File: config.mk
export PLATFORM = sky130hd
export DESIGN_NAME = fetch_unit
export DESIGN_NICKNAME = d
export VERILOG_FILES = /design/src/rtl/fetch_pkg.sv /design/src/rtl/sync_fifo.sv /design/src/rtl/fetch_unit.sv
export SDC_FILE = /design/constraint.sdc
export NUM_CORES = 1
export LEC_CHECK = 0
export ABC_CLOCK_PERIOD_IN_PS = 6900
export CELL_PAD_IN_SITES_DETAIL_PLACEMENT = 0
export CELL_PAD_IN_SITES_GLOBAL_PLACEMENT = 1
export CORE_ASPECT_RATIO = 1.4
export CORE_UTILIZATION = 46
export CTS_BUF_LIST = sky130_fd_sc_hd__clkbuf_8 sky130_fd_sc_hd__clkbuf_16
export CTS_CLUSTER_SIZE = 28
export DETAILED_ROUTE_END_ITERATION = 12
export HOLD_SLACK_MARGIN = 0.12
export PLACE_DENSITY = 0.9
export REMOVE_ABC_BUFFERS = 1
export SYNTH_ARGS = -nofsm -noshare
export SYNTH_HDL_FRONTEND = slang
export SYNTH_SLANG_ARGS = --single-unit
File: constraint.sdc
create_clock -name clk -period 6.9 [get_ports clk]
set_input_delay 0.69 -clock clk [delete_from_list [all_inputs] [get_ports clk]]
set_output_delay 0.69 -clock clk [all_outputs]
set_load 0.005 [all_outputs]
File: src/rtl/fetch_pkg.sv
// Shared types and constants for the instruction-fetch front end.
package fetch_pkg;

    localparam int          INSTR_BYTES = 4;
    localparam logic [31:0] NOP_INSTR   = 32'h0000_0013;

    // One buffered instruction together with the address it came from.
    typedef struct packed {
        logic [31:0] pc;
        logic [31:0] instr;
    } fetch_entry_t;

    // Marker for an outstanding memory read, carried through the latency line.
    typedef struct packed {
        logic        valid;
        logic [31:0] pc;
    } fetch_tag_t;

endpackage

File: src/rtl/sync_fifo.sv
// Synchronous FIFO with synchronous flush. The head word reads as zero when the
// FIFO is empty. A push into a full FIFO is accepted only together with a pop.
module sync_fifo #(
    parameter int WIDTH = 64,
    parameter int DEPTH = 4
) (
    input  logic                     clk,
    input  logic                     reset,
    input  logic                     push,
    input  logic                     pop,
    input  logic                     flush,
    input  logic [WIDTH-1:0]         din,
    output logic [WIDTH-1:0]         dout,
    output logic [$clog2(DEPTH):0]   count,
    output logic                     full,
    output logic                     empty
);

    localparam int AW = $clog2(DEPTH);

    logic [WIDTH-1:0] mem [DEPTH];
    logic [AW-1:0]    rd_ptr;
    logic [AW-1:0]    wr_ptr;
    logic             do_push;
    logic             do_pop;

    assign empty   = (count == '0);
    assign full    = (count == (AW+1)'(DEPTH));
    assign do_pop  = pop && !empty;
    assign do_push = push && (!full || do_pop);
    assign dout    = empty ? '0 : mem[rd_ptr];

    // Pointer and occupancy bookkeeping; flush empties the queue in one cycle.
    always_ff @(posedge clk) begin
        if (reset || flush) begin
            rd_ptr <= '0;
            wr_ptr <= '0;
            count  <= '0;
        end else begin
            if (do_push) wr_ptr <= wr_ptr + AW'(1);
            if (do_pop)  rd_ptr <= rd_ptr + AW'(1);
            case ({do_push, do_pop})
                2'b10:   count <= count + (AW+1)'(1);
                2'b01:   count <= count - (AW+1)'(1);
                default: count <= count;
            endcase
        end
    end

    // Storage array; contents are don't-care until written, so it is not reset.
    always_ff @(posedge clk) begin
        if (do_push && !flush && !reset) mem[wr_ptr] <= din;
    end

endmodule

File: src/rtl/fetch_unit.sv
// Instruction-fetch front end: owns the fetch PC, issues reads to a synchronous
// instruction memory, tracks them through a MEM_LATENCY-deep tag line and
// buffers returned words in a DEPTH-entry FIFO. Issue is credit-limited so the
// FIFO can never overflow. Optional perf counters are built when FETCH_PERF_EN
// is defined; otherwise the perf ports read as zero.
module fetch_unit
    import fetch_pkg::*;
#(
    parameter logic [31:0] RESET_VECTOR = 32'h0000_1000,
    parameter int          DEPTH        = 4,
    parameter int          MEM_LATENCY  = 1
) (
    input  logic        clk,
    input  logic        reset,
    output logic [31:0] imem_address,
    input  logic [31:0] imem_data_out,
    input  logic        redirect_valid,
    input  logic [31:0] redirect_pc,
    output logic        instr_valid,
    output logic [31:0] instr,
    output logic [31:0] instr_pc,
    input  logic        instr_ready,
    output logic [31:0] perf_fetched,
    output logic [31:0] perf_stalls,
    output logic [31:0] perf_redirects
);

    localparam int CW = $clog2(DEPTH) + 1;

    logic [31:0]                        fetch_pc;
    fetch_tag_t [MEM_LATENCY-1:0]       tags;
    fetch_tag_t                         tag_out;
    logic [CW-1:0]                      occupancy;
    logic [CW-1:0]                      inflight;
    logic [CW:0]                        credit_used;
    logic                               issue;
    logic                               fifo_push;
    logic                               fifo_pop;
    logic                               fifo_full;
    logic                               fifo_empty;
    fetch_entry_t                       fifo_din;
    fetch_entry_t                       fifo_dout;

    assign imem_address = fetch_pc;
    assign tag_out      = tags[MEM_LATENCY-1];

    // Count outstanding reads still travelling through the latency line.
    always_comb begin
        inflight = '0;
        for (int i = 0; i < MEM_LATENCY; i++) begin
            inflight = inflight + CW'(tags[i].valid);
        end
    end

    // Buffered plus outstanding words must stay below DEPTH; same-cycle pops
    // are deliberately not credited to keep this path short. The full term is
    // implied by the credit check and only acts as a cheap guard.
    assign credit_used = {1'b0, occupancy} + {1'b0, inflight};
    assign issue       = !redirect_valid && !fifo_full &&
                         (credit_used < (CW+1)'(DEPTH));

    // A word returning in a redirect cycle belongs to the old path: drop it.
    assign fifo_push = tag_out.valid && !redirect_valid;
    assign fifo_pop  = instr_valid && instr_ready;
    assign fifo_din  = {tag_out.pc, imem_data_out};

    // Fetch PC and read-tag line; redirect reloads the PC and kills all tags.
    always_ff @(posedge clk) begin
        if (reset) begin
            fetch_pc <= RESET_VECTOR;
            tags     <= '0;
        end else if (redirect_valid) begin
            fetch_pc <= {redirect_pc[31:2], 2'b00};
            tags     <= '0;
        end else begin
            if (issue) fetch_pc <= fetch_pc + 32'(INSTR_BYTES);
            tags[0] <= '{valid: issue, pc: fetch_pc};
            for (int i = 1; i < MEM_LATENCY; i++) begin
                tags[i] <= tags[i-1];
            end
        end
    end

    sync_fifo #(
        .WIDTH ($bits(fetch_entry_t)),
        .DEPTH (DEPTH)
    ) u_fifo (
        .clk   (clk),
        .reset (reset),
        .push  (fifo_push),
        .pop   (fifo_pop),
        .flush (redirect_valid),
        .din   (fifo_din),
        .dout  (fifo_dout),
        .count (occupancy),
        .full  (fifo_full),
        .empty (fifo_empty)
    );

    assign instr_valid = !fifo_empty;
    assign instr       = fifo_dout.instr;
    assign instr_pc    = fifo_dout.pc;

`ifdef FETCH_PERF_EN
    logic [31:0] fetched_q;
    logic [31:0] stalls_q;
    logic [31:0] redirects_q;

    // Wrapping event counters: issued reads, credit stalls, redirects.
    always_ff @(posedge clk) begin
        if (reset) begin
            fetched_q   <= '0;
            stalls_q    <= '0;
            redirects_q <= '0;
        end else begin
            if (issue)                    fetched_q   <= fetched_q + 32'd1;
            if (!issue && !redirect_valid) stalls_q   <= stalls_q + 32'd1;
            if (redirect_valid)           redirects_q <= redirects_q + 32'd1;
        end
    end

    assign perf_fetched   = fetched_q;
    assign perf_stalls    = stalls_q;
    assign perf_redirects = redirects_q;
`else
    assign perf_fetched   = '0;
    assign perf_stalls    = '0;
    assign perf_redirects = '0;
`endif

endmodule

### Yosys cells after proc, flatten, opt, wreduce, memory -nomap -nowiden

Memory sizes are Yosys's and may differ from the RTL's. A register that Yosys moved wholly into a read port is not among the register bits.
Index checks and enable logic that the tools add are counted.
W data, S select, Z words.

* flip-flop bits (word level): 72
* bits in latches: 0
* bits in writable memories: 256
* memory bits (read-only): 0
* input port bits: 68
* output and inout bits: 193
* memories kept: 1

* $add $sub $neg: 6
* multipliers: 0
* div/mod/pow operators: 0
* magnitude comparators: 1
* eq/ne operators: 3
* shifts and indexed selects: 0
* multiplexer cells: 8
* bitwise gates (word level): 0
* reduce and logical (&&, ||, !) cells: 18

Memory list
* u_fifo.mem: depth 4, bits a word 64, rd ports 1, clocked after Yosys merged registers in 1, write ports 1, line sync_fifo.sv:21 `logic [WIDTH-1:0] mem [DEPTH];`

Operator list (number)
* $mux W32: 2
* $mux W64: 1
* $add A32 B3 Y32 const B: 1
* $logic_and A1 B1 Y1: 8
* $pmux W3 S2: 1
* $add A2 B1 Y2 const B: 2
* $add A3 B1 Y4: 1
* $logic_not A1 Y1: 4
* $lt A4 B3 Y1 const B: 1
* $mux W2: 2
* $reduce_bool A2 Y1: 2
* $add A3 B1 Y3 const B: 1
* $eq A3 B3 Y1 const B: 1
* $logic_not A3 Y1: 1
* $sub A3 B1 Y3 const B: 1
* $eq A2 B1 Y1 const B: 1
* $eq A2 B2 Y1 const B: 1
* $logic_or A1 B1 Y1: 2
* $mux W1: 2
* $reduce_or A2 Y1: 1

### Longest topological paths before layout

Gate-level depths: netlist of the first run.

* word-level depth: 10
* depth in mapped cells: 8

### Modules after synthesis

From an unflattened synthesis of the first run, not the netlist that was laid out.

* cells, all modules: 842
* area total of the unflattened synthesis: 13518.0 um^2

By module, submodules not included
* sync_fifo: times used 1, cells an instance 460, area each 10171.0 um^2, seq. area each 7867.5 um^2
* fetch_unit: times used 1, cells an instance 382, area each 3347.0 um^2, seq. area each 1221.2 um^2

### Worst setup path before layout of the first run

No wires, ideal clock.

* path kind: input to register
* start: input port redirect_valid
* end: memory u_fifo.mem[0][0] (enable)
* library setup time: 0.427 ns
* arrival time: 2.946 ns
* required time: 6.473 ns
* slack: 3.527 ns
* stages on the path: 4
* buffers on the path: 0
* cell sequence: or2b_1 -> a31oi_1 -> nor2b_1 -> and2_1

* word-level cells in the longest chain between the ends: 7

RTL lines
* start: declaration: line fetch_unit.sv:17 `input logic redirect_valid,`
* $logic_not A1 Y1 *: line sync_fifo.sv:52, fetch_unit.sv:63
* $logic_and A1 B1 Y1: line fetch_unit.sv:63 `assign fifo_push = tag_out.valid && !redirect_valid;`
* $logic_and A1 B1 Y1: line sync_fifo.sv:30 `assign do_push = push && (!full || do_pop);`
* $logic_and A1 B1 Y1 * (2 in a row): line sync_fifo.sv:52 `if (do_push && !flush && !reset) mem[wr_ptr] <= din;`
* $mux W1 *: line sync_fifo.sv:52
* $mux W1 (not written as such) *: line sync_fifo.sv:52
* end: declaration: line sync_fifo.sv:21

Mark *: on every way between the ends. The rest lies on a longest branch, timed or not.

==> flow_metrics.tcl, run 1 <==
set metrics [dict create \
    power.leakage_nw 5.29 \
    dieHeight_um 202 \
    seq_area_frac_synth_pct 67.6 \
    cts_resized 0 \
    cap_viol_max_count 0 \
    end_kind "output port" \
    ir_drop_mv 0.164 \
    dr.pass1.iters 5 \
    synth_top_area_share_pct 56.9 \
    cp_max_fo 43 \
    fp.coreArea_sq_um 27800 \
    dpl.hpwl_um 14800 \
    gp_congestion 0.781 \
    fin_worst_skew_ns 0.0212 \
    routedWlPerCell_um 18.3 \
    worstHoldPathCells 0 \
    arrival_ns 3.26 \
    cts_htree_levels 1 \
    start_util_pct 47.0 \
    yosys.cell_types.count 53 \
    worstSkewPairLatency_ns 0.55 \
    yosysWarnings 0 \
    die_w_um 145 \
    rr_endpoint "u_fifo.mem[1][45]" \
    syn_area_sq_um 13100 \
    rsz0062_at_grt "no" \
    syn_inst 828 \
    finalWorstSetupSlack_ns 2.95 \
    grt_usage_pct 17.7 \
    p_per_area_nw_per_um2 249 \
    cts_buffer_depth 3 \
    setup_viol 0 \
    drv_slew 0 \
    ff2ff_setup_slack_ns 4.28 \
    hold_buffers 0 \
    die-area_sq_um 29100 \
    drt_wl_total_um 25200 \
    status "finished, final reports clean" \
    final_nets 1061 \
    period_needed_ns 3.95 \
    setup-tns-final_ns 0 \
    synth_common_cells "edfxtp_1 (248), buf_4 (100), and2_1 (93)" \
    cts_setup_buffers 0 \
    area_delta_synth_final_pct 19.3 \
    nFillCells 2232 \
    start_kind "flop" \
    critPathRequiredTime_ns 6.21 \
    fin_crit_sh_pct 57.2 \
    io_buffers 158 \
    holdPathEnd "u_fifo.mem[1][58]" \
    cts_tree "done" \
    synth_area_leaders "edfxtp_1 (57%), dfxtp_1 (11%), mux4_2 (11%)" \
    antennaDiodeCount 0 \
    hp-start "fifo_din[58]" \
    worst-setup-path-type "reg2out" \
    synth_ff_type "edfxtp_1" \
    synthArstFlopShare_pct 0 \
    grt_max_degree 66 \
    clkSlewWorstSetupHoldPaths_ns 0.07 \
    ys_ff_latch 318 \
    synth_area_per_cell_sq_um 15.8 \
    drc 0 \
    hold_path.class "reg2reg" \
    synth_edf_count 248 \
    synth_top_area_cell "edfxtp_1" \
    grt_pass1_vias 6952 \
    final_hold_viol_count 0 \
    reg2regPathDepth 4 \
    dr.first_iter.drc_count 337 \
    r2r-start "tag_out[32]" \
    antenna_found_initial 0 \
    vias 6904 \
    grt_pass1_wl_um 38800 \
    rows 72 \
    pin_count 261 \
    ant_nets 0 \
    place_ws_ns 3.28 \
    cts_made_buffers 28 \
    yosysMostFrequentCell "edfxtp_1" \
    worstMarginPinSlew_ns 1.00 \
    cts_sinks 318 \
    relSlewSlack_pct 32.7 \
    cts_root_buffer "clkbuf_16" \
    viasPerCell 5.01 \
    fmax_ghz 0.253 \
    final_layout_size_suffix_gt1_share_pct 13.1 \
    grt_overflow 0 \
]
[how the worst max path moves through the flow]
| stage | start | end | slack (ns) | depth (start not counted) |
|---|---|---|---|---|
| after floorplan | flop | instr[0] | 2.75 | 2 |
| after global placement | redirect_valid | u_fifo.mem[0][9] | 3.31 | 6 |
| after detailed placement | redirect_valid | u_fifo.mem[3][22] | 3.28 | 6 |
| after CTS | flop | instr_pc[14] | 2.80 | 4 |
| after global routing | flop | instr_pc[26] | 2.70 | 4 |
| final | flop | instr_pc[14] | 2.95 | 4 |
[cell families (layout without fill, tap and decap cells)]
group,after synthesis,count (layout),share of synthesized area (%)
buf+inv,149,229,7.25
fa+ha+maj,6,6,0.631
mux,65,65,10.9
simple gates,212,212,9.26
xor+xnor,24,24,1.61
flops,318,318,67.6
other cells,1,100,0.0286
compound gates,53,53,2.72
[per-layer routing]
layer / wire length [um] / vias up / global-route usage [%]
met3: 1380 / 31 / 2.74
met2: 12900 / 259 / 31.4
li1: - / 3208 / -
met4: 548 / 0 / 5.75
met5: 0 / - / 0
met1: 10300 / 3406 / 21.7
[flip-flops by register name, indices dropped and copies added (netlist names), named ones only]
register / count
u_fifo.count: 3
u_fifo.rd_ptr: 2
imem_address: 30
u_fifo.mem: 248
u_fifo.wr_ptr: 2
tag_out: 1
fifo_din: 30
[placed cells by master, fill, tap and decap left out, types with 3 or more instances in the layout]
cell and instances:
edfxtp_1 248, clkdlybuf4s50_1 158, conb_1 100, and2_1 89
dfxtp_1 68, mux4_2 62, nor2_1 32, clkbuf_16 32
nand2_1 22, inv_1 16, a21oi_1 16, xor2_1 15
nand3_1 13, nand4_1 13, a211oi_1 11, and3_1 10
xnor2_1 9, nor3_1 7, buf_4 7, a31oi_1 6
ha_1 5, clkinv_2 5, clkinv_4 5, and2_4 4
o22ai_1 4, nor2b_1 3, nor4_1 3, a221oi_1 3
[power by group]
group	internal, mW	switching (mW)	total [mW]
clock network	0.874	0.682	1.56
registers	2.08	0.0306	2.11
logic	0.124	0.0999	0.224
[through the flow]
stage          utilization [%]  hold WS, ns  power [mW]  std cells  cell area, sq um
2_1_floorplan                -        0.438        2.23        792             12600
3_3_place_gp              52.8        0.445        2.37       1327             14700
3_5_place_dp              52.8        0.461        2.38       1327             14700
4_1_cts                   56.1        0.475        3.93       1377             15600
5_1_grt                   56.1        0.489        4.03       1377             15600
6_report                  56.1        0.474        3.89       1377             15600
[critical path: stages (launching register included)]
cell	delay (ns)
dfxtp_4	0.62
buf_4	0.79
mux4_2	0.59
and2_1	0.16
clkdlybuf4s50_1	0.51
[layout make-up]
| type | instances | area [sq um] | area share [%] |
|---|---|---|---|
| Clock buffer | 32 | 801 | 5.13 |
| Clock inverter | 18 | 135 | 0.865 |
| Inverter | 14 | 52.6 | 0.336 |
| Multi-Input combinational cell | 460 | 3680 | 23.6 |
| Sequential cell | 318 | 8860 | 56.7 |
| Tap cell | 370 | 463 | 2.96 |
| Timing Repair Buffer | 165 | 1630 | 10.5 |
Power figures use the tool's default switching activity.
==> inputs of run 2 (changes only) <==
--- a/config.mk
+++ b/config.mk
@@ -5,16 +5,16 @@
 export SDC_FILE = /design/constraint.sdc
 export NUM_CORES = 1
 export LEC_CHECK = 0
-export ABC_CLOCK_PERIOD_IN_PS = 6900
+export ABC_CLOCK_PERIOD_IN_PS = 3900
 export CELL_PAD_IN_SITES_DETAIL_PLACEMENT = 0
 export CELL_PAD_IN_SITES_GLOBAL_PLACEMENT = 1
 export CORE_ASPECT_RATIO = 1.4
-export CORE_UTILIZATION = 46
+export CORE_UTILIZATION = 43
 export CTS_BUF_LIST = sky130_fd_sc_hd__clkbuf_8 sky130_fd_sc_hd__clkbuf_16
 export CTS_CLUSTER_SIZE = 28
 export DETAILED_ROUTE_END_ITERATION = 12
 export HOLD_SLACK_MARGIN = 0.12
-export PLACE_DENSITY = 0.9
+export PLACE_DENSITY = 0.85
 export REMOVE_ABC_BUFFERS = 1
 export SYNTH_ARGS = -nofsm -noshare
 export SYNTH_HDL_FRONTEND = slang
==> constraint.sdc (replaced) <==
create_clock -name clk -period 3.9 [get_ports clk]
set_input_delay 0.39 -clock clk [delete_from_list [all_inputs] [get_ports clk]]
set_output_delay 0.39 -clock clk [all_outputs]
set_load 0.005 [all_outputs]
==> run 2 against run 1 <==
Effect of this change:
- critical path depth unchanged
- non-clock buffer count increased by 8
- power is 82% higher
- clock-buffer cell count fell by 3
- clock power increased by 88%
==> flow_metrics.tcl, run 2 (synthesized netlist as in run 1, its figures left out) <==
set metrics [dict create \
    seqPwrFrac_pct 52.9 \
    cts_tree "done" \
    clkPwrFrac_pct 41.4 \
    period_needed_ns 3.22 \
    ant_nets 0 \
    rr_endpoint "u_fifo.mem[1][8]" \
    cts_sinks 318 \
    gp_congestion 0.761 \
    relSlewSlack_pct 35.1 \
    dpl.hpwl_um 16300 \
    final_cells 1403 \
    cts_resized 0 \
    io_buffers 158 \
    fin_crit_sh_pct 82.7 \
    layout_common_cells "edfxtp_1 (248), clkdlybuf4s50_1 (158), conb_1 (100)" \
    vias 7047 \
    p_int_mw 5.60 \
    dieHeight_um 208 \
    grt_overflow 0 \
    final_common_cell "edfxtp_1" \
    cts_htree_levels 1 \
    worstMarginPinSlew_ns 0.973 \
    ff2ff_setup_slack_ns 1.38 \
    pin_count 261 \
    hold_path.class "in2reg" \
    final_nets 1070 \
    die-area_sq_um 31200 \
    largest_reg_flops 248 \
    grt.busiest_layer "met2" \
    drc 0 \
    area_delta_synth_final_pct 20.9 \
    worst-setup-path-type "reg2out" \
    cap_viol_max_count 0 \
    cts_buffer_depth 3 \
    fmax_ghz 0.310 \
    reg2regPathDepth 5 \
    cts_made_buffers 29 \
    regMostFlops "u_fifo.mem" \
    nFillCells 2408 \
    rows 75 \
    routedWlPerCell_um 18.7 \
    ir_drop_mv 0.295 \
    power_frac_comb_pct 5.7 \
    setup-tns-final_ns 0 \
    setup_viol 0 \
    grt_pass1_wl_um 40200 \
    dp_cells 1350 \
    critPathRequiredTime_ns 3.51 \
    clkSlewWorstSetupHoldPaths_ns 0.07 \
    fin_worst_skew_ns 0.0106 \
    final_layout_size_suffix_gt1_share_pct 13.9 \
    p_per_area_nw_per_um2 447 \
    grt_max_degree 66 \
    power.switching_mw 1.47 \
    start_util_pct 43.7 \
    drt_wl_total_um 26200 \
    end_kind "output port" \
    viasPerCell 5.02 \
    hold_buffers 0 \
    cp-endpoint "instr_pc[20]" \
    hp-start "redirect_pc[7]" \
    path_cells "buf_4 > mux4_2 > and2_1 > clkdlybuf4s50_1" \
    final_hold_viol_count 0 \
    fp.coreArea_sq_um 29900 \
    dr.first_iter.drc_count 391 \
    cp_max_fo 25 \
    rsz0062_at_grt "no" \
    die_w_um 149 \
    cts_setup_buffers 0 \
    worstSkewPairLatency_ns 0.54 \
    arrival_ns 2.83 \
    status "finished, final reports clean" \
    r2r-start "tag_out[32]" \
    grt_util_met2_pct 29.5 \
    grt_pass1_vias 7107 \
    slowest_delay_ns 0.70 \
    grt_usage_pct 17.0 \
    antennaDiodeCount 0 \
    start_kind "flop" \
    antenna_found_initial 0 \
    grtUsageMet3_pct 2.26 \
    dr.pass1.iters 4 \
    drv_slew 0 \
    cts_root_buffer "clkbuf_16" \
    power.leakage_nw 5.36 \
    swShare_pct 20.7 \
    use_met1_pct 21.7 \
    crit_slowest_cell "dfxtp_4" \
]
[run 2: cell type report]
| type | instances | area [sq um] | share of cell area [%] |
|---|---|---|---|
| inverters | 14 | 52.6 | 0.332 |
| repair buffers | 173 | 1760 | 11.1 |
| flip-flops and latches | 318 | 8860 | 56.0 |
| clock buffers | 29 | 726 | 4.59 |
| multi-input cells | 460 | 3680 | 23.2 |
| well taps | 385 | 482 | 3.04 |
| clock inverters | 24 | 273 | 1.72 |
[run 2: worst min-delay path by stage]
| stage | to | cells past startpoint | slack, ns |
|---|---|---|---|
| floorplan | u_fifo.mem[0][34] | 0 | 0.44 |
| global placement | u_fifo.mem[2][36] | 0 | 0.44 |
| detailed placement | u_fifo.mem[0][36] | 0 | 0.46 |
| CTS | imem_address[7] | 3 | 0.38 |
| global route | imem_address[7] | 3 | 0.39 |
| finish | imem_address[7] | 3 | 0.40 |
[run 2: critical path: cells and delay by family, from the launching register on]
kind                   cells  cell delay, ns
buffers and inverters      2            0.86
DFF                        1            0.70
muxes                      1            0.54
and+or+nand+nor            1            0.19
[run 2: routing by layer]
metal	wire (um)	up-vias
met4	704	0
met3	1370	47
met1	10700	3506
li1	-	3228
met5	0	-
met2	13400	266
[run 2: per-stage QoR]
| stage | power, mW | worst slack (ns) | util, % | hold slack [ns] | area [sq um] |
|---|---|---|---|---|---|
| 2_1_floorplan | 3.95 | 0.0483 | - | 0.438 | 12600 |
| 3_3_place_gp | 4.21 | 0.759 | 49.5 | 0.444 | 14800 |
| 3_5_place_dp | 4.22 | 0.647 | 49.5 | 0.460 | 14800 |
| 4_1_cts | 7.15 | 0.560 | 52.9 | 0.380 | 15800 |
| 5_1_grt | 7.30 | 0.460 | 52.9 | 0.394 | 15800 |
| 6_report | 7.07 | 0.675 | 52.9 | 0.401 | 15800 |
[run 2: power by group through the flow]
stage / clock network (mW) / logic (mW) / registers, mW
after floorplan: 0 / 0.154 / 3.80
after global placement: 0 / 0.399 / 3.81
after detailed placement: 0 / 0.404 / 3.81
after CTS: 3.00 / 0.406 / 3.74
after global routing: 3.12 / 0.438 / 3.75
final: 2.93 / 0.400 / 3.74
==> inputs of run 3 (changes only) <==
--- a/config.mk
+++ b/config.mk
@@ -5,16 +5,16 @@
 export SDC_FILE = /design/constraint.sdc
 export NUM_CORES = 1
 export LEC_CHECK = 0
-export ABC_CLOCK_PERIOD_IN_PS = 3900
+export ABC_CLOCK_PERIOD_IN_PS = 2800
 export CELL_PAD_IN_SITES_DETAIL_PLACEMENT = 0
 export CELL_PAD_IN_SITES_GLOBAL_PLACEMENT = 1
 export CORE_ASPECT_RATIO = 1.4
-export CORE_UTILIZATION = 43
+export CORE_UTILIZATION = 39
 export CTS_BUF_LIST = sky130_fd_sc_hd__clkbuf_8 sky130_fd_sc_hd__clkbuf_16
 export CTS_CLUSTER_SIZE = 28
 export DETAILED_ROUTE_END_ITERATION = 12
 export HOLD_SLACK_MARGIN = 0.12
-export PLACE_DENSITY = 0.85
+export PLACE_DENSITY = 0.82
 export REMOVE_ABC_BUFFERS = 1
 export SYNTH_ARGS = -nofsm -noshare
 export SYNTH_HDL_FRONTEND = slang
==> constraint.sdc (replaced) <==
create_clock -name clk -period 2.8 [get_ports clk]
set_input_delay 0.28 -clock clk [delete_from_list [all_inputs] [get_ports clk]]
set_output_delay 0.28 -clock clk [all_outputs]
set_load 0.005 [all_outputs]
==> run 3 against run 2 <==
Effect of this change:
- power increased by 38%
- register-to-register slack got worse by 0.78 ns
- clock power increased by 36%
- critical endpoint is now instr_pc[31]
- largest cell class unchanged
- highest routed layer unchanged
==> flow_metrics.tcl, run 3 (synthesized netlist as in run 1, its figures left out) <==
set metrics [dict create \
    period_needed_ns 2.73 \
    regMostFlops "u_fifo.mem" \
    final_cells 1479 \
    cts_sinks 318 \
    cts_tree "done" \
    rsz0062_at_grt "no" \
    end_kind "output port" \
    cap_viol_max_count 0 \
    setup-tns-final_ns 0 \
    power.leakage_nw 5.46 \
    start_kind "flop" \
    ir_drop_mv 0.487 \
    finalWorstSetupSlack_ns 0.0670 \
    status "finished, final reports clean" \
    fp.coreArea_sq_um 33100 \
    ff2ff_setup_slack_ns 0.60 \
    power.total_mw 9.76 \
    dp_cells 1421 \
    routedWlPerCell_um 18.0 \
    cts_made_buffers 30 \
    worst-setup-path-type "reg2out" \
    final_common_cell "edfxtp_1" \
    antenna_found_initial 0 \
    grt_usage_pct 15.8 \
    fin_crit_sh_pct 97.6 \
    worstSetupStartpoint "u_fifo.count[0]" \
    final_hold_viol_count 0 \
    cp_max_fo 65 \
    final_nets 1085 \
    start_util_pct 39.5 \
    cts_buffer_depth 3 \
    clkSlewWorstSetupHoldPaths_ns 0.07 \
    fin_worst_skew_ns 0.00855 \
    drv_slew 0 \
    grt_pass1_wl_um 40900 \
    layout_common_cells "edfxtp_1 (248), clkdlybuf4s50_1 (158), conb_1 (100)" \
    cts_htree_levels 1 \
    setup_viol 0 \
    worstSkewPairLatency_ns 0.55 \
    swShare_pct 21.1 \
    pin_count 261 \
    dpl.hpwl_um 16800 \
    grt_pass1_vias 7215 \
    ant_nets 0 \
    fmax_ghz 0.366 \
    final_layout_size_suffix_gt1_share_pct 15.2 \
    io_buffers 158 \
    rows 79 \
    grt_overflow 0 \
    rr_endpoint "imem_address[25]" \
    power_frac_comb_pct 5.9 \
    drc 0 \
    dieHeight_um 219 \
    relSlewSlack_pct 30.7 \
    place_ws_ns 0.175 \
    cts_root_buffer "clkbuf_16" \
    hold_path.class "in2reg" \
    seqPwrFrac_pct 53.3 \
    die-area_sq_um 34300 \
    dr.first_iter.drc_count 330 \
    power.switching_mw 2.06 \
    hold_buffers 0 \
    viasPerCell 4.78 \
    gp_congestion 0.817 \
    area_delta_synth_final_pct 23.1 \
    die_w_um 157 \
    worstMarginPinSlew_ns 1.04 \
    arrival_ns 2.45 \
    critPathRequiredTime_ns 2.52 \
    cp-endpoint "instr_pc[31]" \
    fin_util_pct 48.7 \
    grt_max_degree 66 \
    clkPwrFrac_pct 40.8 \
    dr.pass1.iters 4 \
    p_per_area_nw_per_um2 606 \
    r2r-start "imem_address[4]" \
    drt_wl_total_um 26700 \
    p_int_mw 7.70 \
    antennaDiodeCount 0 \
    reg2regPathDepth 5 \
    vias 7068 \
    largest_reg_flops 248 \
]
[run 3: cell count changes in the layout (fill, tap and decap cells not counted), moves of 2 or more]
cell	delta
buf_4	+5
clkbuf_16	+3
clkinv_2	-2
buf_16	+2
clkbuf_8	+2
clkinv_4	-2
bufinv_16	-3
clkinvlp_4	+2
inv_6	+2
buf_12	+5
[run 3: worst min path at each step]
stage                         startpoint                end  slack (ns)  cells past startpoint
after floorplan                    reset   imem_address[23]        0.34                      1
after global placement      fifo_din[62]  u_fifo.mem[2][62]        0.45                      0
after detailed placement    fifo_din[61]  u_fifo.mem[1][61]        0.46                      0
after CTS                 redirect_pc[7]    imem_address[7]        0.25                      3
after global routing      redirect_pc[7]    imem_address[7]        0.27                      3
final                     redirect_pc[7]    imem_address[7]        0.28                      3
[run 3: what timing repair did]
action / 4_1_cts / 5_1_grt
setup endpoints to repair: 62 / 48
gates cloned: 1 / 1
setup buffers: 0 / 1
gates resized for setup: 3 / 7
[run 3: worst max-delay path, cell delays in order, from the launching register on]
cell	delay, ns
dfxtp_1	0.37
or3_2	0.56
buf_12	0.19
and2_1	0.20
clkdlybuf4s50_1	0.49
[run 3: through the flow]
| step | area, sq um | hold slack [ns] |
|---|---|---|
| floorplan | 12600 | 0.345 |
| global placement | 15000 | 0.446 |
| detailed placement | 15000 | 0.462 |
| CTS | 16100 | 0.247 |
| global route | 16100 | 0.267 |
| finish | 16100 | 0.277 |
[run 3: power by group through the flow]
| stage | registers (mW) | logic (mW) | clock network [mW] |
|---|---|---|---|
| after global routing | 5.21 | 0.630 | 4.27 |
| after floorplan | 5.29 | 0.215 | 0 |
| after global placement | 5.30 | 0.561 | 0 |
| after detailed placement | 5.31 | 0.569 | 0 |
| final | 5.21 | 0.572 | 3.99 |
| after CTS | 5.20 | 0.576 | 4.10 |
[run 3: area by class of cell]
cell class                      count  area [sq um]
Timing Repair Buffer              187          1990
Clock inverter                     22           179
Multi-Input combinational cell    460          3680
Clock buffer                       33           803
Fill cell                        2820         17000
Inverter                           14          52.6
Tap cell                          445           557
Sequential cell                   318          8860
[run 3: routing by layer]
metal	global-route usage, %	part of all wire (%)	up-vias
met1	19.8	42	3518
met3	2.29	4.7	44
met2	27.5	51	246
met4	5.85	2.5	0
met5	0	0	-
li1	-	-	3260
